### config.mk
export PLATFORM = sky130hd
export DESIGN_NAME = multdiv_unit
export DESIGN_NICKNAME = d
export VERILOG_FILES = /design/src/rtl/multdiv_pkg.sv /design/src/rtl/multdiv_counter.sv /design/src/rtl/multdiv_unit.sv
export SDC_FILE = /design/constraint.sdc
export NUM_CORES = 1
export LEC_CHECK = 0
export BUFFER_PORTS_ARGS = -buffer_cell sky130_fd_sc_hd__buf_2
export CORE_UTILIZATION = 50
export CTS_CLUSTER_SIZE = 25
export DETAILED_ROUTE_END_ITERATION = 6
export PLACE_DENSITY_LB_ADDON = 0.08
export SETUP_SLACK_MARGIN = 0.4
export SYNTH_ARGS = -nofsm -noshare
export SYNTH_HDL_FRONTEND = slang
export SYNTH_HIERARCHICAL = 1
export SYNTH_SLANG_ARGS = --single-unit
### constraint.sdc
create_clock -name clk -period 4.05 [get_ports clk]
set_input_delay 0.81 -clock clk [delete_from_list [all_inputs] [get_ports clk]]
set_output_delay 0.81 -clock clk [all_outputs]
set_load 0.02 [all_outputs]
### src/rtl/multdiv_pkg.sv
// Shared types and constants for the iterative multiply/divide unit.
package multdiv_pkg;

    localparam int DEFAULT_WIDTH = 32;

    typedef enum logic [1:0] {
        IDLE,
        MUL,
        DIV,
        DONE
    } state_t;

    typedef enum logic {
        OP_MUL,
        OP_DIV
    } op_t;

endpackage

### src/rtl/multdiv_counter.sv
// Iteration counter: synchronous clear, count enable, flags the final iteration.
module multdiv_counter #(
    parameter int CW   = 6,
    parameter int LAST = 31
) (
    input  logic clk,
    input  logic aclr,
    input  logic clr,
    input  logic en,
    output logic last
);

    logic [CW-1:0] count;

    always_ff @(posedge clk or posedge aclr) begin
        if (aclr) begin
            count <= '0;
        end else if (clr) begin
            count <= '0;
        end else if (en) begin
            count <= count + 1'b1;
        end
    end

    // High while the iteration about to run is the last one.
    assign last = (count == CW'(LAST));

endmodule

### src/rtl/multdiv_unit.sv
// Iterative signed multiply (radix-2 Booth) / restoring divide, one bit per cycle.
// Divider compiled in only when MULTDIV_DIV_EN is defined; otherwise DIV returns 0 with exception.
module multdiv_unit
    import multdiv_pkg::*;
#(
    parameter int WIDTH = DEFAULT_WIDTH
) (
    input  logic             clk,
    input  logic             aclr,
    input  logic             ctrl_MULT,
    input  logic             ctrl_DIV,
    input  logic [WIDTH-1:0] data_operandA,
    input  logic [WIDTH-1:0] data_operandB,
    output logic [WIDTH-1:0] data_result,
    output logic             data_exception,
    output logic             data_resultRDY
);

    localparam int CW = $clog2(WIDTH + 1);

    state_t state;
    op_t    op;
    logic   start;
    logic   iter_en;
    logic   last;

    assign start   = ctrl_MULT | ctrl_DIV;
    assign iter_en = !start && (state == MUL || state == DIV);

    multdiv_counter #(
        .CW  (CW),
        .LAST(WIDTH - 1)
    ) u_counter (
        .clk (clk),
        .aclr(aclr),
        .clr (start),
        .en  (iter_en),
        .last(last)
    );

    // Booth product register: {accumulator, multiplier, q(-1)}.
    logic [WIDTH-1:0]   mcand;
    logic [2*WIDTH:0]   prod;
    logic [WIDTH:0]     booth_sum;
    logic [WIDTH-1:0]   mul_result;
    logic               mul_ovf;

    // One extra bit keeps the add exact for the most-negative multiplicand.
    always_comb begin
        booth_sum = {prod[2*WIDTH], prod[2*WIDTH:WIDTH+1]};
        case (prod[1:0])
            2'b01:   booth_sum = booth_sum + {mcand[WIDTH-1], mcand};
            2'b10:   booth_sum = booth_sum - {mcand[WIDTH-1], mcand};
            default: ;
        endcase
    end

    always_ff @(posedge clk or posedge aclr) begin
        if (aclr) begin
            mcand <= '0;
            prod  <= '0;
        end else if (ctrl_MULT) begin
            mcand <= data_operandA;
            prod  <= {{WIDTH{1'b0}}, data_operandB, 1'b0};
        end else if (!start && state == MUL) begin
            prod <= {booth_sum, prod[WIDTH:1]};
        end
    end

    assign mul_result = prod[WIDTH:1];
    assign mul_ovf    = !((&prod[2*WIDTH:WIDTH]) || !(|prod[2*WIDTH:WIDTH]));

    logic [WIDTH-1:0] div_result;
    logic             div_exc;

`ifdef MULTDIV_DIV_EN
    logic [WIDTH-1:0] quo;
    logic [WIDTH-1:0] rem;
    logic [WIDTH-1:0] divisor;
    logic [WIDTH:0]   shifted;
    logic [WIDTH:0]   diff;
    logic [WIDTH-1:0] a_mag;
    logic [WIDTH-1:0] b_mag;
    logic             div_neg;
    logic             div_zero;
    logic             div_ovf;

    assign a_mag   = data_operandA[WIDTH-1] ? -data_operandA : data_operandA;
    assign b_mag   = data_operandB[WIDTH-1] ? -data_operandB : data_operandB;
    assign shifted = {rem, quo[WIDTH-1]};
    assign diff    = shifted - {1'b0, divisor};

    always_ff @(posedge clk or posedge aclr) begin
        if (aclr) begin
            quo      <= '0;
            rem      <= '0;
            divisor  <= '0;
            div_neg  <= 1'b0;
            div_zero <= 1'b0;
            div_ovf  <= 1'b0;
        end else if (ctrl_DIV && !ctrl_MULT) begin
            quo      <= a_mag;
            rem      <= '0;
            divisor  <= b_mag;
            div_neg  <= data_operandA[WIDTH-1] ^ data_operandB[WIDTH-1];
            div_zero <= (data_operandB == '0);
            div_ovf  <= (data_operandA == {1'b1, {(WIDTH-1){1'b0}}}) && (&data_operandB);
        end else if (!start && state == DIV) begin
            rem <= diff[WIDTH] ? shifted[WIDTH-1:0] : diff[WIDTH-1:0];
            quo <= {quo[WIDTH-2:0], ~diff[WIDTH]};
        end
    end

    // Negating a zero quotient yields zero, so the sign fix needs no extra guard.
    always_comb begin
        if (div_zero) begin
            div_result = '0;
        end else if (div_ovf) begin
            div_result = {1'b1, {(WIDTH-1){1'b0}}};
        end else begin
            div_result = div_neg ? -quo : quo;
        end
    end
    assign div_exc = div_zero | div_ovf;
`else
    assign div_result = '0;
    assign div_exc    = 1'b1;
`endif

    always_ff @(posedge clk or posedge aclr) begin
        if (aclr) begin
            state          <= IDLE;
            op             <= OP_MUL;
            data_result    <= '0;
            data_exception <= 1'b0;
            data_resultRDY <= 1'b0;
        end else begin
            data_resultRDY <= 1'b0;
            if (ctrl_MULT) begin
                op    <= OP_MUL;
                state <= MUL;
            end else if (ctrl_DIV) begin
                op    <= OP_DIV;
`ifdef MULTDIV_DIV_EN
                state <= DIV;
`else
                state <= DONE;
`endif
            end else begin
                case (state)
                    MUL, DIV: begin
                        if (last) state <= DONE;
                    end
                    DONE: begin
                        state          <= IDLE;
                        data_resultRDY <= 1'b1;
                        if (op == OP_MUL) begin
                            data_result    <= mul_result;
                            data_exception <= mul_ovf;
                        end else begin
                            data_result    <= div_result;
                            data_exception <= div_exc;
                        end
                    end
                    default: state <= IDLE;
                endcase
            end
        end
    end

endmodule

# ---- Word level (Yosys, flattened, before mapping)
# Index checks and enable logic that the tools add are counted.
dict set report word_totals {
  regBits 140
  in_bits 68
  output_inout_bits 34
}
dict set report op_classes {
  addsub 3
  eq_ne 7
  n_mux 16
  bitwise_logic 3
  n_reduce_logical 16
}
# cell n
set op_table {}
lappend op_table {{65-bit 2-to-1 mux} 2}
lappend op_table {{33-bit case mux with 2 select lines} 1}
lappend op_table {{32-bit by 32-bit adder with 33-bit output} 1}
lappend op_table {{33-bit AND reduction} 1}
lappend op_table {{33-bit OR reduction} 1}
lappend op_table {{32-bit by 32-bit subtractor with 33-bit output} 1}
lappend op_table {{32-bit 2-to-1 mux} 1}
lappend op_table {{6-bit 2-to-1 mux} 2}
lappend op_table {{2-bit 2-to-1 mux} 4}
lappend op_table {{6-bit by 1-bit adder with 6-bit output (second input constant)} 1}
lappend op_table {{2-bit == test (second input constant)} 3}
lappend op_table {{6-bit by 5-bit == test with 1-bit output (second input constant)} 1}
lappend op_table {{1-bit 2-to-1 mux} 6}
lappend op_table {{2-bit nonzero test} 3}
lappend op_table {{2-bit by 1-bit == test with 1-bit output (second input constant)} 2}
lappend op_table {{4-bit inequality test (second input constant)} 1}
lappend op_table {{1-bit logical NOT} 3}
lappend op_table {{3-bit AND reduction} 1}
lappend op_table {{3-bit nonzero test} 1}
lappend op_table {{1-bit logical AND} 2}
lappend op_table {{1-bit logical OR} 2}
lappend op_table {{1-bit NOT} 2}
lappend op_table {{2-bit AND reduction} 1}
lappend op_table {{2-bit OR reduction} 1}
lappend op_table {{1-bit OR} 1}

# ---- Depth between registers and ports, before layout
# Gate-level depths: netlist of the first run.
dict set report depth {
  depth_word 5
  depth_mapped 17
  depth_no_buf 17
}

# ---- Modules after synthesis
# The synthesis of the first run kept the hierarchy.
# module n_inst cells_per_inst area_each_um2 seq_area_each_um2
set by_module_without_submodules {}
lappend by_module_without_submodules {multdiv_unit 1 908 8162.8 3353.2}
lappend by_module_without_submodules {multdiv_counter 1 27 281.5 150.1}

# ---- Least setup slack after synthesis of the first run
# Ideal clock, no wire load.
dict set report synth_path {
  kind {register -> register}
  startpoint {reg mcand[3]}
  endpoint {reg prod[61]}
  setup_ps 133
  t_arrival_ps 3824
  required_time_ps 3917
  path_slack_ps 93
  path_stages_with_launch 18
  n_path_buf 2
  synth_period_minus_slack_ps 3957
  path_cell_list {dfrtp_1 -> or3_4 -> or3_1 -> nor4_2 -> and2_1 -> buf_2 -> a21oi_1 -> xnor2_1 -> ha_1 -> clkbuf_1 -> and3_1 -> and3_1 -> a221o_1 -> a31oi_1 -> o21ai_0 -> a21oi_1 -> mux2i_1 -> o211ai_1}
}
dict set report synth_between {
  elab_chain_cells 4
  elab_cells_between_ends 5
}
# item line_no
set synth_rtl {}
lappend synth_rtl {{start, declared} multdiv_unit.sv:42} ;# logic [WIDTH-1:0] mcand;
lappend synth_rtl {{start signal, assigned} multdiv_unit.sv:63} ;# mcand <= data_operandA;
lappend synth_rtl {{32-bit by 32-bit subtractor with 33-bit output / 32-bit by 32-bit adder with 33-bit output (equally long branches)} {multdiv_unit.sv:53, multdiv_unit.sv:52}}
lappend synth_rtl {{33-bit case mux with 2 select lines (*)} multdiv_unit.sv:51} ;# case (prod[1:0])
lappend synth_rtl {{65-bit 2-to-1 mux (*)} multdiv_unit.sv:65} ;# end else if (!start && state == MUL) begin
lappend synth_rtl {{65-bit 2-to-1 mux (*)} multdiv_unit.sv:62} ;# end else if (ctrl_MULT) begin
lappend synth_rtl {{end signal, assigned} multdiv_unit.sv:64} ;# prod <= {{WIDTH{1'b0}}, data_operandB, 1'b0};
lappend synth_rtl {{end signal, assigned} multdiv_unit.sv:66} ;# prod <= {booth_sum, prod[WIDTH:1]};
lappend synth_rtl {{end, declared} multdiv_unit.sv:43} ;# logic [2*WIDTH:0] prod;
# Every way passes the cells marked *; elsewhere a longest branch is shown, timed or not. The select of a mux whose other input is x is not followed.
# A chain may end at the register's enable or synchronous reset.

# ---- Worst setup path after layout of the first run
# Ends and elaborated chain as after synthesis.

==> run_results.csv, run 1 <==
group,metric,value,unit
synth,ys_async_sr_fraction,1.00,
finish,area_growth,22.1,%
synth,synth_most_common_cell,"dfrtp_1",
power,p_int,3.35,mW
finish,fin_nets,1164,
synth,synth_area_leaders,"dfrtp_1, nand2_1, ha_1, xnor2_1, o21ai_0",
power,p_per_area,509,nW/um2
synth,mappedNetlistArea,8440,um2
drt,drt-met1-wl,9760,um
drt,num_vias,7221,
sta,timing.fmax,260,MHz
clock_network,clk_pin_slew_worst_paths,0.06,ns
finish,drive_above_1_share,0.265,
finish,fillers,1462,
synth,synthesis.nets,1042,
status,status,"finished clean",
power,p_leak,4.74,nW
finish,antenna_cells,0,
floorplanning,start_util,0.511,
worst_setup_path,r2r-start,"mcand[3]",
power,power_frac_comb,0.353,
worst_setup_path,cp-endpoint,"prod[61]",
synth,synth.ff_latch_count,140,
drt,routed_wl,20500,um
worst_setup_path,start_kind,"register",
sta,tightest_slew,1.03,ns
global_routing,grt_usage,0.248,
sta,finalCriticalPeriod,3.85,ns
synth,netlist.area_leader.share,0.415,
worst_setup_path,critPathLaunch,"mcand[3]",
drt,detail-route-antenna-nets,0,
drt,topRoutingLayerUsed,"met4",
clock_network,insertion_delay,0.43,ns
sta,fin_crit_sh,0.950,
worst_setup_path,endpoint_kind,"register",
worst_setup_path,regToRegEndpoint,"prod[61]",
sta,setup_viol,0,
clock_network,h-tree-depth,4,
clock_network,cts.sinks,140,
worst_setup_path,critPathArrivalTime,4.15,ns
floorplanning,die_area,17400,um2
floorplanning,pin_count,102,
sta,drv_slew,0,
drt,drtPass1Iterations,6,
drt,drcViolationCount,0,
floorplanning,core,16500,um2
synth,synth_commonest_cells,"dfrtp_1, nand2_1, o21ai_0",
synth,avgSynthCellArea,9.03,um2
drt,met3_length,928,um
worst_setup_path,ff2ff_path_depth,16,
worst_setup_path,worstSetupPathType,"register to register",
global_routing,grt_pass1_wl,34600,um
place,place.gp.congestion,0.907,
finish,final_area,10300,um2
drt,vias_per_cell,5.60,
drt,avgRoutedWirePerCell,15.9,um
drt,dr_wl_met2,9490,um
sta,clock_skew,0.00669,ns
global_routing,antenna_found_initial,0,
worst_setup_path,critPathMaxFanout,5,
power,p_sw,1.90,mW
global_routing,overflow,0,
global_routing,grt_max_degree,87,
power,irDropWorstVdd,0.331,mV
sta,rsz0062_at_grt,"yes",
place,place_area,9290,um2
global_routing,grt_pass1_vias,6951,
power,switching_share,0.363,
clock_network,clockBufferDepth,2,
sta,setup-tns-final,0,ns
sta,hold_violations,0,
place,dp_hpwl,14100,um
synth,ys_seq_area_frac,0.415,
clock_network,cts_tree,"done",
power,clkPwrFrac,0.306,
synth,synthCells,935,
floorplanning,rows,47,
floorplanning,dieHeight,132,um
drt,drt_iter0_markers,439,
synth,synth_edf_count,0,
power,p_seq_frac,0.341,
synth,yosys_warnings,6,
synth,synth_top_cell_by_area,"dfrtp_1",
synth,synth_ff_type,"dfrtp_1",
min_path,worstHoldPathType,"primary input to asynchronous set/reset pin",
run,max-cap-violations,0,
worst_setup_path,critical_path_required,4.35,ns
place,port_buffers,101,
synth,ys_types,64,
worst_setup_path,r2r_slack,0.20,ns
sta,slew-limit-headroom,0.312,
clock_network,cts_buffers,17,
floorplanning,die_x,132,um
clock_network,cts-root-buf,"clkbuf_16",
cells in the final DEF (no fill, tap or decap), types with 5 or more instances in the layout:
cell | synthesis | final
mux2i_1 | 11 | 11
o21ai_0 | 78 | 69
nand4_1 | 12 | 12
o21ai_1 | 2 | 7
a21oi_2 | 1 | 13
nand2_1 | 131 | 127
nor2b_1 | 5 | 5
a21oi_1 | 70 | 58
nor3b_1 | 11 | 10
and3_1 | 10 | 8
buf_2 | 1 | 100
xnor2_1 | 45 | 43
nor2_1 | 63 | 59
dfrtp_1 | 140 | 140
nor3_1 | 12 | 12
nand2b_1 | 34 | 34
ha_1 | 38 | 32
a22oi_1 | 31 | 31
nand2_2 | 1 | 5
clkbuf_16 | 0 | 17
mux2_2 | 27 | 27
xor2_1 | 18 | 18
buf_4 | 0 | 48
a21o_1 | 14 | 14
nor4_1 | 15 | 15
nand3_1 | 15 | 15
a31oi_1 | 25 | 21
inv_1 | 19 | 16
critical path, cell delays in order (launching register included):
cell and delay, ns:
dfrtp_1 0.38, or3_4 0.39, or3_4 0.36, nor4_4 0.21, and2_4 0.26, a21oi_2 0.07
xnor2_1 0.17, ha_2 0.31, and3_4 0.19, and3_4 0.16, a221o_1 0.33, a31oi_4 0.20
buf_6 0.13, o21ai_4 0.07, a21oi_2 0.16, mux2i_1 0.21, o211ai_1 0.10
worst min-delay path by stage:
stage | startpoint | to | slack [ns] | cells after the start
final | aclr | u_counter/count[5] | 0.32 | 2
after global routing | aclr | u_counter/count[3] | 0.34 | 2
after CTS | aclr | u_counter/count[3] | 0.32 | 2
after detailed placement | data_result[24] | data_result[24] | 0.46 | 2
after global placement | data_result[15] | data_result[15] | 0.46 | 2
after floorplan | prod[10] | prod[10] | 0.47 | 2
kinds of logic (layout without fill, tap and decap cells):
group | after synthesis | count (layout) | share of synthesized area
simple gates | 335 | 335 | 0.197
buf+inv | 68 | 203 | 0.0327
fa+ha+maj | 39 | 39 | 0.0587
compound gates | 252 | 252 | 0.183
flops | 140 | 140 | 0.415
mux | 38 | 38 | 0.0490
xor+xnor | 63 | 63 | 0.0653
final cells by class:
class,count,area [um2],area share
multi-input combinational,727,4940,0.479
sequential,140,3500,0.340
tap,220,275,0.0267
timing repair buffer,152,915,0.0887
clock buffer,17,425,0.0412
clock inverter,15,181,0.0176
inverter,19,75.1,0.00728
per-stage QoR:
stage | power [mW] | worst slack (ns) | instances | hold slack (ns) | utilization
after floorplan | 3.01 | 0.319 | 935 | 0.470 | -
after global placement | 3.44 | 0.116 | 1234 | 0.456 | 0.562
after detailed placement | 3.45 | 0.0298 | 1234 | 0.465 | 0.562
after CTS | 5.17 | 0.235 | 1280 | 0.316 | 0.612
after global routing | 5.57 | 0.0167 | 1290 | 0.339 | 0.624
final | 5.25 | 0.203 | 1290 | 0.315 | 0.624
power groups by stage:
stage	Combinational, mW	Sequential (mW)	Clock [mW]
6_report	1.85	1.79	1.61
5_1_grt	2.05	1.82	1.69
4_1_cts	1.75	1.79	1.64
3_5_place_dp	1.64	1.81	0
3_3_place_gp	1.63	1.81	0
2_1_floorplan	1.16	1.85	0
state kept, by name, indices dropped and copies added (netlist names):
signal / cells
op: 1
data_resultRDY: 1
mcand: 32
data_exception: 1
prod: 65
u_counter/count: 6
state: 2
data_result: 32
metal layers:
| layer | track usage | vias up |
|---|---|---|
| met1 | 0.343 | 3429 |
| met4 | 0.0711 | 0 |
| met3 | 0.0507 | 36 |
| met5 | 0 | - |
| li1 | - | 3583 |
| met2 | 0.393 | 173 |
repair_timing:
action                                  CTS  global route
setup buffers                            14            10
endpoints found under the setup margin   16            19
hold buffers                              0             0
resized for setup                        37            26
pin swaps                                19            24
No activity file was read; power rests on OpenSTA's default activity.
==> run 2, diff against run 1 <==
- ABC_AREA: unset -> 0
- GPL_TIMING_DRIVEN: unset -> 0
==> run_results.csv, run 2 (same netlist as run 1, synthesis figures left out) <==
group,metric,value,unit
status,status,"finished clean",
clock_network,ctsHoldBuffers,0,
drt,drtPass1Iterations,5,
floorplanning,rows,47,
drt,vias_per_cell,5.70,
finish,layout_commonest_cell,"dfrtp_1",
sta,fin_crit_sh,0.993,
finish,final_cell_mix,"dfrtp_1, nand2_1, buf_2",
floorplanning,dieHeight,132,um
drt,routed_wl,23000,um
worst_setup_path,crit_chain,"or3_4, or3_4, nor4_4, and2_1, buf_6, a31oi_2, xnor2_1, ha_1, a21oi_2, o21ai_2, a21o_1, a221o_1, a31oi_4, o21ai_4, a21oi_2, mux2i_1, o211ai_1",
drt,num_vias,7571,
sta,clock_skew,0.0106,ns
sta,tightest_slew,0.752,ns
worst_setup_path,start_kind,"register",
clock_network,cts.sinks,140,
finish,area_growth,27.1,%
power,irDropWorstVdd,0.350,mV
worst_setup_path,slowest_delay,0.39,ns
finish,antenna_cells,0,
place,place.gp.congestion,0.898,
sta,setup_viol,0,
floorplanning,die_area,17400,um2
place,dpl.cell_count,1259,
drt,detail-route-antenna-nets,0,
min_path,worstHoldPathType,"primary input to asynchronous set/reset pin",
clock_network,cts_tree,"done",
global_routing,overflow,0,
global_routing,grt_max_degree,36,
clock_network,h-tree-depth,4,
worst_setup_path,critical_path_required,4.35,ns
sta,slew-limit-headroom,0.499,
global_routing,grt_util_met3,0.0465,
finish,fillers,1400,
floorplanning,core,16500,um2
drt,drt_iter0_markers,504,
global_routing,grt_pass1_wl,37100,um
worst_setup_path,worstSetupPathType,"register to register",
global_routing,antenna_found_initial,0,
clock_network,clockBufferDepth,2,
sta,hold_violations,0,
worst_setup_path,critPathMaxFanout,7,
global_routing,grt.busiest_layer,"met2",
sta,finalCriticalPeriod,4.02,ns
run,max-cap-violations,0,
floorplanning,die_x,132,um
worst_setup_path,endpoint_kind,"register",
worst_setup_path,slowest_stage,"dfrtp_1",
floorplanning,start_util,0.511,
finish,top_register,"prod",
drt,avgRoutedWirePerCell,17.3,um
sta,timing.fmax,249,MHz
place,dp_hpwl,16200,um
finish,fin_nets,1203,
finish,instances_no_fill,1329,
place,port_buffers,100,
worst_setup_path,critPathArrivalTime,4.32,ns
clock_network,insertion_delay,0.43,ns
global_routing,grtUsageMet1,0.377,
global_routing,grtUsageMet2,0.431,
finish,reg_top3,"prod: 65 flops, data_result: 32 flops, mcand: 32 flops",
power,p_leak,4.85,nW
power,p_per_area,517,nW/um2
worst_setup_path,r2r_slack,0.03,ns
global_routing,grt_pass1_vias,7237,
sta,rsz0062_at_grt,"yes",
clock_network,cts-root-buf,"clkbuf_16",
drt,drcViolationCount,0,
clock_network,cts_buffers,17,
sta,drv_slew,0,
global_routing,grt_usage,0.271,
floorplanning,pin_count,102,
finish,drive_above_1_share,0.262,
clock_network,clk_pin_slew_worst_paths,0.06,ns
finish,largest_reg_flops,65,
sta,setup-tns-final,0,ns
## run 2: cell types whose count changed in the layout (fill, tap and decap cells not counted), sizes merged
| cell | delta |
|---|---|
| clkinvlp | +1 |
| clkinv | +1 |
| buf | -5 |
| clkbuf | +45 |
| bufinv | +3 |
| inv | -6 |
## run 2: where the power goes
group	internal (mW)	total, mW	leakage [nW]	switching, mW
Combinational	0.885	2.01	2.77	1.12
Clock	1.11	1.74	0.312	0.628
Sequential	1.59	1.80	1.77	0.203
Total	3.59	5.54	4.85	1.95
## run 2: per-stage QoR
step                 util  hold slack, ns  instance area [um2]  setup WS (ns)  power [mW]
floorplan               -           0.470                 8510          0.319        3.01
CTS                 0.629           0.319                10400          0.101        5.36
global placement    0.562           0.459                 9290         -0.367        3.42
detailed placement  0.567           0.466                 9370         -0.409        3.45
finish              0.649           0.321                10700         0.0268        5.54
global route        0.649           0.325                10700        -0.0965        5.85
## run 2: critical path: cells and delay by family (launching register included)
kind            cells  cell delay (ns)
flops               1             0.39
simple gates        4             1.19
buf+inv             1             0.16
fa+ha+maj           1             0.26
xor+xnor            1             0.14
compound gates      9             1.53
mux                 1             0.21
## run 2: per-layer routing
metal  routed length, um  vias to the layer above
met2               10700                      219
met4                 498                        0
met5                   0                        -
li1                    -                     3670
met1               10800                     3643
met3                1060                       39
## run 2: area by class of cell
type                       instances  area (um2)  area share
clock buffer                      18         439      0.0409
clock inverter                    14         218      0.0203
tap                              220         275      0.0257
inverter                          19        75.1     0.00700
buffer                            49         228      0.0212
timing repair buffer             142         896      0.0835
multi-input combinational        727        5090       0.475
sequential                       140        3510       0.327
## run 2: path summary, 6_finish.rpt
check | cells after the start | end | from
setup / recovery | 17 | prod[61] | mcand[3]
hold / removal | 2 | u_counter/count[2] | aclr
setup reg to reg | 17 | prod[61] | mcand[3]
hold reg to reg | 2 | data_result[15] | data_result[15]
max in group asynchronous | 4 | mcand[1] | aclr
min in group clk | 2 | data_result[15] | data_result[15]
## run 2: timing repair
action	4_1_cts	5_1_grt
endpoints found under the setup margin	20	21
resized for setup	45	59
buffers inserted	29	9
pin swaps	26	42
==> run 3, diff against run 2 <==
- CELL_PAD_IN_SITES_DETAIL_PLACEMENT: unset -> 0
- CELL_PAD_IN_SITES_GLOBAL_PLACEMENT: unset -> 1
- CORE_UTILIZATION: 50 -> 41
==> run_results.csv, run 3 (same netlist as run 1, synthesis figures left out) <==
group,metric,value,unit
drt,detail-route-antenna-nets,0,
sta,fin_crit_sh,0.963,
worst_setup_path,slowest_delay,0.40,ns
finish,largest_reg_flops,65,
power,p_leak,4.86,nW
worst_setup_path,cpLargestDelayFamily,"compound AO/OA/AOI/OAI gates",
global_routing,antenna_found_initial,1,
sta,holdWs,0.304,ns
floorplanning,core,20200,um2
sta,clock_skew,0.0138,ns
sta,setup_viol,0,
clock_network,cts_tree,"done",
drt,num_vias,7435,
worst_setup_path,crit_chain,"or3_4, or3_4, nor4_4, and2_4, buf_8, nor2_1, xnor2_1, ha_1, a21o_1, a311oi_2, o22ai_1, a41oi_2, o21ai_4, a211oi_2, xor2_1, o21ai_1",
place,place.gp.congestion,0.837,
power,power,5.39,mW
clock_network,cts-root-buf,"clkbuf_16",
worst_setup_path,cp.buffers_inverters,1,
global_routing,grt_pass1_vias,7172,
floorplanning,rows,52,
sta,rsz0062_at_grt,"yes",
worst_setup_path,critical_path_required,4.33,ns
power,p_per_area,503,nW/um2
global_routing,grt_max_degree,39,
finish,top_register,"prod",
run,max-cap-violations,0,
global_routing,grt_usage,0.229,
worst_setup_path,start_kind,"register",
sta,drv_slew,0,
worst_setup_path,crit_top_cell,"or3_4",
min_path,worstHoldPathType,"primary input to asynchronous set/reset pin",
drt,avgRoutedWirePerCell,17.1,um
global_routing,grt_pass1_wl,38200,um
sta,hold_violations,0,
clock_network,h-tree-depth,4,
floorplanning,pin_count,102,
clock_network,clk_pin_slew_worst_paths,0.07,ns
drt,routed_wl,23800,um
finish,final_cell_mix,"dfrtp_1, nand2_1, buf_2",
clock_network,cts_buffers,17,
worst_setup_path,slowest_stage,"dfrtp_1",
sta,slew-limit-headroom,0.456,
drt,drtPass1Iterations,5,
clock_network,insertion_delay,0.43,ns
worst_setup_path,worstSetupPathType,"register to register",
clock_network,clockBufferDepth,2,
global_routing,overflow,0,
sta,tightest_slew,0.816,ns
worst_setup_path,endpoint_kind,"register",
sta,timing.fmax,256,MHz
finish,fin_nets,1213,
finish,area_growth,26.9,%
sta,worst_slack,0.148,ns
finish,reg_top3,"prod: 65 flops, data_result: 32 flops, mcand: 32 flops",
finish,layout_commonest_cell,"dfrtp_1",
floorplanning,die_area,21200,um2
place,dp_hpwl,17000,um
place,dp_slack,-0.483,ns
drt,vias_per_cell,5.35,
worst_setup_path,critPathArrivalTime,4.18,ns
place,port_buffers,100,
sta,finalCriticalPeriod,3.90,ns
floorplanning,dieHeight,146,um
power,irDropWorstVdd,0.286,mV
floorplanning,start_util,0.417,
finish,drive_above_1_share,0.260,
floorplanning,die_x,146,um
drt,drcViolationCount,0,
drt,drt_iter0_markers,470,
worst_setup_path,critPathMaxFanout,7,
status,status,"finished clean",
clock_network,cts.sinks,140,
run 3: cell count changes in the layout (fill, tap and decap cells not counted), sizes merged:
cell      change
buf          +12
clkbuf        -3
clkinv        -1
diode         +1
clkinvlp      -3
inv           +8
bufinv        -3
run 3: repair_timing:
action / in CTS / in global routing
pin swaps: 43 / 48
hold buffers: 0 / 0
gates resized for setup: 40 / 48
setup buffers: 30 / 18
setup endpoints to repair: 22 / 24
cloned: 0 / 0
run 3: stage by stage:
stage	instance area, um2	setup TNS, ns	instances	utilization
after global routing	10700	-0.0107	1390	0.529
after global placement	9350	-1.89	1305	0.462
after CTS	10400	0	1371	0.513
after floorplan	8510	0	935	-
after detailed placement	9430	-2.29	1309	0.466
final	10700	0	1390	0.529
run 3: area by class of cell:
| class | instances | area [um2] |
|---|---|---|
| flip-flops and latches | 140 | 3510 |
| fillers | 1973 | 9520 |
| clock inverters | 15 | 178 |
| clock buffers | 17 | 425 |
| diodes | 1 | 2.50 |
| plain buffers | 49 | 234 |
| inverters | 19 | 75.1 |
| well taps | 270 | 338 |
| repair buffers | 152 | 967 |
| multi-input cells | 727 | 4990 |
run 3: power by group:
group	switching, mW	internal, mW	total (mW)	leakage (nW)
logic	1.10	0.876	1.98	2.79
clock network	0.683	0.933	1.62	0.299
registers	0.202	1.59	1.79	1.77
run 3: layer usage:
layer  GRT usage  vias up  wire (um)
li1            -     3677          -
met1       0.328     3563      11800
met2       0.356      171      10900
met3      0.0401       24        861
met4      0.0647        0        329
met5           0        -          0
run 3: worst paths after layout:
check                      slack [ns]            start            endpoint  cells past startpoint
hold / removal                   0.30             aclr  u_counter/count[3]                      2
hold reg to reg                  0.47  data_result[21]     data_result[21]                      2
setup / recovery                 0.15         mcand[2]            prod[60]                     16
min in group clk                 0.47  data_result[21]     data_result[21]                      2
setup reg to reg                 0.15         mcand[2]            prod[60]                     16
max in group asynchronous        2.43             aclr            prod[60]                      6
